`src/rtl/bcd_seq_converter.sv`:
```
//------------------------------------------------------------------------------
// Module      : bcd_seq_converter
// Description : Sequential binary-to-BCD converter (shift-and-add-3).
//               Converts one input bit per clock behind a start/busy/done
//               handshake. Produces DIGITS packed BCD digits. An overflow
//               flag marks values that do not fit in DIGITS digits.
//               Optional macro BCD_LZ_BLANK_EN adds the blank_o port, which
//               carries leading-zero blanking flags for each digit.
// Revision    : 1.0 - initial release
//------------------------------------------------------------------------------
`default_nettype none

module bcd_seq_converter #(
  parameter int WIDTH  = 8,
  parameter int DIGITS = 3
) (
  input  logic                  clk,
  input  logic                  rst,
  input  logic                  start_i,
  input  logic [WIDTH-1:0]      bin_in_i,
  output logic                  busy_o,
  output logic                  done_o,
  output logic [4*DIGITS-1:0]   bcd_out_o,
  output logic                  overflow_o
`ifdef BCD_LZ_BLANK_EN
  ,
  output logic [DIGITS-1:0]     blank_o
`endif
);

  localparam int                CNT_W    = (WIDTH > 1) ? $clog2(WIDTH) : 1;
  localparam int                BCD_W    = 4 * DIGITS;
  localparam logic [CNT_W-1:0]  LAST_CNT = CNT_W'(WIDTH - 1);

  typedef enum logic [1:0] {
    ST_IDLE = 2'd0,
    ST_CONV = 2'd1,
    ST_DONE = 2'd2
  } state_t;

  state_t              state_q;
  logic [WIDTH-1:0]    shift_q;
  logic [BCD_W-1:0]    scratch_q;
  logic [CNT_W-1:0]    cnt_q;
  logic                ovf_acc_q;
  logic                busy_q;
  logic                done_q;
  logic [BCD_W-1:0]    bcd_q;
  logic                ovf_q;

  logic [BCD_W-1:0]    adj_d;
  logic [BCD_W-1:0]    scratch_d;
  logic [WIDTH-1:0]    shift_d;
  logic                bit_out_d;

  // Add 3 to every scratch digit that is 5 or more, all digits in parallel
  always_comb begin
    adj_d = scratch_q;
    for (int i = 0; i < DIGITS; i++) begin
      if (scratch_q[4*i +: 4] >= 4'd5) begin
        adj_d[4*i +: 4] = scratch_q[4*i +: 4] + 4'd3;
      end
    end
  end

  // Shift {scratch, operand} left by one; the bit leaving the top digit feeds overflow
  always_comb begin
    bit_out_d = adj_d[BCD_W-1];
    scratch_d = {adj_d[BCD_W-2:0], shift_q[WIDTH-1]};
    shift_d   = {shift_q[WIDTH-2:0], 1'b0};
  end

`ifdef BCD_LZ_BLANK_EN
  logic [DIGITS-1:0]   blank_d;
  logic [DIGITS-1:0]   blank_q;
  logic                zero_above_d;

  // Digit i is blanked when it and every higher digit of the final result are zero;
  // the units digit is never blanked so a zero value still shows "0"
  always_comb begin
    blank_d      = '0;
    zero_above_d = 1'b1;
    for (int i = DIGITS - 1; i >= 1; i--) begin
      zero_above_d = zero_above_d & (scratch_d[4*i +: 4] == 4'd0);
      blank_d[i]   = zero_above_d;
    end
  end

  assign blank_o = blank_q;
`endif

  // Control FSM and datapath registers; results are only updated on completion
  always_ff @(posedge clk) begin
    if (rst) begin
      state_q   <= ST_IDLE;
      shift_q   <= '0;
      scratch_q <= '0;
      cnt_q     <= '0;
      ovf_acc_q <= 1'b0;
      busy_q    <= 1'b0;
      done_q    <= 1'b0;
      bcd_q     <= '0;
      ovf_q     <= 1'b0;
`ifdef BCD_LZ_BLANK_EN
      blank_q   <= '0;
`endif
    end else begin
      case (state_q)
        ST_IDLE, ST_DONE: begin
          done_q <= 1'b0;
          if (start_i) begin
            state_q   <= ST_CONV;
            busy_q    <= 1'b1;
            shift_q   <= bin_in_i;
            scratch_q <= '0;
            cnt_q     <= '0;
            ovf_acc_q <= 1'b0;
          end else begin
            state_q   <= ST_IDLE;
          end
        end

        ST_CONV: begin
          shift_q   <= shift_d;
          scratch_q <= scratch_d;
          ovf_acc_q <= ovf_acc_q | bit_out_d;
          if (cnt_q == LAST_CNT) begin
            // Final shift: publish the result and pulse done next cycle
            state_q <= ST_DONE;
            busy_q  <= 1'b0;
            done_q  <= 1'b1;
            bcd_q   <= scratch_d;
            ovf_q   <= ovf_acc_q | bit_out_d;
`ifdef BCD_LZ_BLANK_EN
            blank_q <= blank_d;
`endif
          end else begin
            cnt_q   <= cnt_q + CNT_W'(1);
          end
        end

        default: begin
          state_q <= ST_IDLE;
          busy_q  <= 1'b0;
          done_q  <= 1'b0;
        end
      endcase
    end
  end

  assign busy_o     = busy_q;
  assign done_o     = done_q;
  assign bcd_out_o  = bcd_q;
  assign overflow_o = ovf_q;

endmodule

`default_nettype wire

```
`config.mk`:
```
export PLATFORM = sky130hd
export DESIGN_NAME = bcd_seq_converter
export DESIGN_NICKNAME = d
export VERILOG_FILES = /design/src/rtl/bcd_seq_converter.sv
export SDC_FILE = /design/constraint.sdc
export NUM_CORES = 1
export LEC_CHECK = 0
export ABC_AREA = 1
export BUFFER_PORTS_ARGS = -buffer_cell sky130_fd_sc_hd__buf_2
export CORE_MARGIN = 4
export CORE_UTILIZATION = 30
export DETAILED_ROUTE_END_ITERATION = 8
export GPL_TIMING_DRIVEN = 0
export PLACE_DENSITY = 0.56
export SYNTH_ARGS = -nofsm -noshare
export SYNTH_HDL_FRONTEND = slang
export SYNTH_SLANG_ARGS = --single-unit
```
`constraint.sdc`:
```
create_clock -name clk -period 2.1 [get_ports clk]
set_clock_uncertainty 0.15 [all_clocks]
set_input_delay 0.315 -clock clk [delete_from_list [all_inputs] [get_ports clk]]
set_output_delay 0.315 -clock clk [all_outputs]
set_load 0.005 [all_outputs]
```
### After elaboration in Yosys (flattened, before gate mapping)

Index checks and enable logic that the tools add are counted.

* bits of input ports: 11
* word-level logic and storage cells: 50
* flip-flop bits (word level): 41

* reduce and logical (&&, ||, !) cells: 8
* muxes and demuxes: 18
* eq/ne operators: 6
* bitwise logic cells: 2
* $add $sub $neg: 4
* magnitude comparators: 3

Operators by type and width (count)
* 12-bit one-hot mux with 2 select lines: 1
* 8-bit one-hot mux with 2 select lines: 1
* 4-bit by 2-bit adder with 4-bit output, second input constant: 3
* 4-bit by 3-bit greater-or-equal comparator with 1-bit output, second input constant: 3
* 12-bit 2-to-1 mux: 1
* 4-bit 2-to-1 mux: 3
* 8-bit 2-to-1 mux: 1
* 3-bit 2-to-1 mux: 2
* 2-bit inequality test, second input constant: 3
* 3-bit one-hot mux with 2 select lines: 1
* 2-bit AND reduction: 3
* 1-bit 2-to-1 mux: 4
* 1-bit one-hot mux with 2 select lines: 2
* 2-bit one-hot mux with 2 select lines: 1
* 2-bit OR reduction: 2
* 3-bit by 1-bit adder with 3-bit output, second input constant: 1
* 3-bit == test, second input constant: 1
* 3-bit AND reduction: 1
* 2-bit by 1-bit == test with 1-bit output, second input constant: 1
* 2-bit == test, second input constant: 1
* 2-bit zero test: 1
* 2-bit 2-to-1 mux: 1
* 2-bit nonzero test: 1
* 1-bit NOT: 1
* 1-bit bitwise OR: 1

### Depth between registers and ports, before layout

* depth in word-level cells: 4
* depth in mapped cells: 10
* gate-level depth less buffers: 10

### Worst setup path before layout

OpenSTA, ideal clock, no wires.

* kind: flip-flop to flip-flop
* start point: register cnt_q[0]
* end point: register bcd_q[1] (netlist: bcd_out_o[1])
* path slack: 0.656 ns
* cell stages (with the launch flop): 9
* arrival: 1.185 ns
* library setup time: 0.109 ns
* required time: 1.841 ns
* period minus slack after synthesis: 1.444 ns
* cells stage by stage: dfxtp_1 > ha_1 > ha_1 > inv_1 > nor2_4 > buf_6 > o21a_1 > nand2_1 > inv_1

* cells in the longest elaborated chain, start to end: 2

RTL lines
* from (decl): line 44 `logic [CNT_W-1:0] cnt_q;`
* from (signal assigned): line 138 `cnt_q <= cnt_q + CNT_W'(1);`
* 3-bit == test: line 127 `if (cnt_q == LAST_CNT) begin`
* 2-bit AND reduction (no source line)
* to (signal assigned): line 132 `bcd_q <= scratch_d;`
* to (decl): line 48 `logic [BCD_W-1:0] bcd_q;`

Every way passes these cells.
A chain may end at the register's enable or synchronous reset.

### Worst setup path in the final report

* start point: register cnt_q[0]
* end point: register ovf_q (netlist: overflow_o)

* cells in the longest elaborated chain, start to end: 2

RTL lines
* 3-bit == test: line 127
* 2-bit AND reduction (no source line)
* to (signal assigned): line 133 `ovf_q <= ovf_acc_q | bit_out_d;`
* to (decl): line 49 `logic ovf_q;`

Every way passes these cells.

==> impl_metrics.tcl <==
set metrics [dict create \
    rsz0062_at_grt "false" \
    port_buffers 25 \
    final_cell_mix "70 x nand2_1, 41 x inv_1, 41 x dfxtp_1, 28 x buf_2, 23 x o21ai_0" \
    fmax_mhz 604 \
    seq_area_um2 821 \
    critPathMaxFanout 10 \
    leakagePower_nw 1.11 \
    endpoint_kind "flop" \
    grtUsageTotal 0.128 \
    gp_congestion 0.824 \
    rr_startpoint "cnt_q[0]$_SDFFE_PP0P_" \
    h-tree-depth 2 \
    period_needed_ps 1660 \
    ys_seq_area_frac 0.414 \
    wirelength_mm 4.54 \
    holdPathStages 3 \
    via_per_inst 4.68 \
    clk_path_buf_depth 2 \
    ys_ff_latch 41 \
    cts_setup_buffers 0 \
    hold_path.class "input port to flop" \
    finalHoldViolCount 0 \
    grt_max_degree 14 \
    grt_pass1_wl_mm 7.87 \
    multi_input_area_um2 945 \
    reg2reg_depth 8 \
    num-nets-final 320 \
    synth.cell_area_um2 1980 \
    cts_sinks 41 \
    layout.cells.most_common "nand2_1" \
    syn_inst 269 \
    setup_slack_ps 443 \
    peakVddDrop_mv 0.286 \
    reg2reg_slack_ps 440 \
    antenna_found_initial 0 \
    min_to "shift_q[0]$_SDFFE_PP0P_" \
    finalSetupViolations 0 \
    core_um2 6390 \
    slew_headroom 0.719 \
    fin_util 0.358 \
    final_cells 379 \
    p_per_area_nw_per_um2 636 \
    synth_cell_types 23 \
    grt_pass1_vias 1676 \
    synth_compound_area_frac 0.164 \
    r2r_end "overflow_o$_SDFFE_PP0P_" \
    clkTransAtPathRegs_ps 80 \
    place_inst 371 \
    yosys_warnings 0 \
    synth_xor_area_frac 0 \
    dpl-instance-area_um2 2200 \
    postCtsHoldBufs 0 \
    fin_total_pwr_mw 1.46 \
    whs_ps 111 \
    grt_overflow 0 \
    max-cap-violations 0 \
    antenna_left 0 \
    first_pass_iters 4 \
    min_period_over_period 0.789 \
    clk_root_buffer_cell "clkbuf_8" \
    cts_buffers 5 \
    stdcell_area_um2 2290 \
    required_ps 2160 \
    fillers 698 \
    max_slew.worst_pin.slew_ps 421 \
    dieArea_um2 7970 \
    die_w_um 89.3 \
    holdCritStartpoint "bin_in_i[0]" \
    synth_fa_ha_area_frac 0.0505 \
    synth_top_family_by_area "simple AND/OR/NAND/NOR gates" \
    diodes 0 \
    initialDrtViolationCount 84 \
    syn_to_final_growth_pct 15.5 \
    row_count 29 \
    crit_type "flop to flop" \
    outcome "finished clean" \
    synthMuxAreaShare 0 \
    drc 0 \
    ioPinCount 26 \
    synth_simple_gate_area_frac 0.262 \
    startpoint "cnt_q[0]$_SDFFE_PP0P_" \
    dp_hpwl_mm 3.29 \
    syn-num-nets 288 \
    ctsResizeCount 0 \
    cp.arrival_ps 1710 \
    via_count 1774 \
    dp_slack_ps 460 \
    clk-insertion-delay-late_ps 310 \
    drive_above_1_share 0.189 \
    synth_area_per_cell_um2 7.36 \
    die_height_um 89.3 \
    cp-start-kind "flop" \
    initial_core_util 0.310 \
    slew_violations 0 \
    setup_tns_ps 0 \
    cts_tree "built" \
    wl_per_cell_um 12.0 \
]
[power by group]
part | internal, mW | switching [mW] | total, mW
clock network | 0.230 | 0.292 | 0.521
logic | 0.0424 | 0.0878 | 0.130
registers | 0.795 | 0.00924 | 0.805
[worst max-delay path by stage]
stage	end	slack, ps
3_3_place_gp	overflow_o$_SDFFE_PP0P_	470
2_1_floorplan	bcd_out_o[1]$_SDFFE_PP0P_	660
6_report	overflow_o$_SDFFE_PP0P_	440
3_5_place_dp	overflow_o$_SDFFE_PP0P_	460
5_1_grt	overflow_o$_SDFFE_PP0P_	280
4_1_cts	overflow_o$_SDFFE_PP0P_	430
[Yosys cell counts (all sizes together)]
cell     n  area (um^2)
buf      6         45.0
nand4    7         43.8
o22ai    3         18.8
or2      1         6.26
a21oi    9         45.0
nand2   74          308
dfxtp   41          821
ha       8          100
nand3   22          110
o21a     9         67.6
nor2    11         51.3
inv     44          165
clkinv   1         5.00
o21ai   32          186
a211oi   1         7.51
[worst max-delay path, stage by stage (launching register included)]
cell	delay [ps]
dfxtp_1	360
ha_1	160
ha_1	160
inv_1	80
nor2_4	210
buf_4	220
nand3_1	120
nand2_1	70
inv_1	30
[registers in the layout, summed over array words and instances (netlist names)]
signal and flops:
bcd_out_o 12, scratch_q 12, shift_q 8, cnt_q 3, state_q 2, busy_o 1
done_o 1, overflow_o 1, ovf_acc_q 1
[final cells by class]
class,count,share of cell area
clock buffers,5,0.0301
flip-flops and latches,41,0.359
inverters,45,0.0744
repair buffers,25,0.0547
plain buffers,6,0.0197
clock inverters,3,0.00765
well taps,77,0.0421
multi-input cells,177,0.413
[metal layers]
| layer | vias to the layer above | share of wire | routed length, um | global-route usage |
|---|---|---|---|---|
| li1 | 933 | - | - | - |
| met1 | 798 | 0.46 | 2090 | 0.163 |
| met2 | 33 | 0.47 | 2150 | 0.210 |
| met3 | 10 | 0.042 | 189 | 0.0276 |
| met4 | 0 | 0.024 | 108 | 0.0541 |
| met5 | - | 0 | 0 | 0 |
[kinds of logic (layout without fill, tap and decap cells)]
family / Yosys count / after routing
buf+inv: 51 / 84
flops: 41 / 41
simple gates: 115 / 115
fa+ha+maj: 8 / 8
compound gates: 54 / 54
Note: power is estimated with default switching activity, not from simulation.
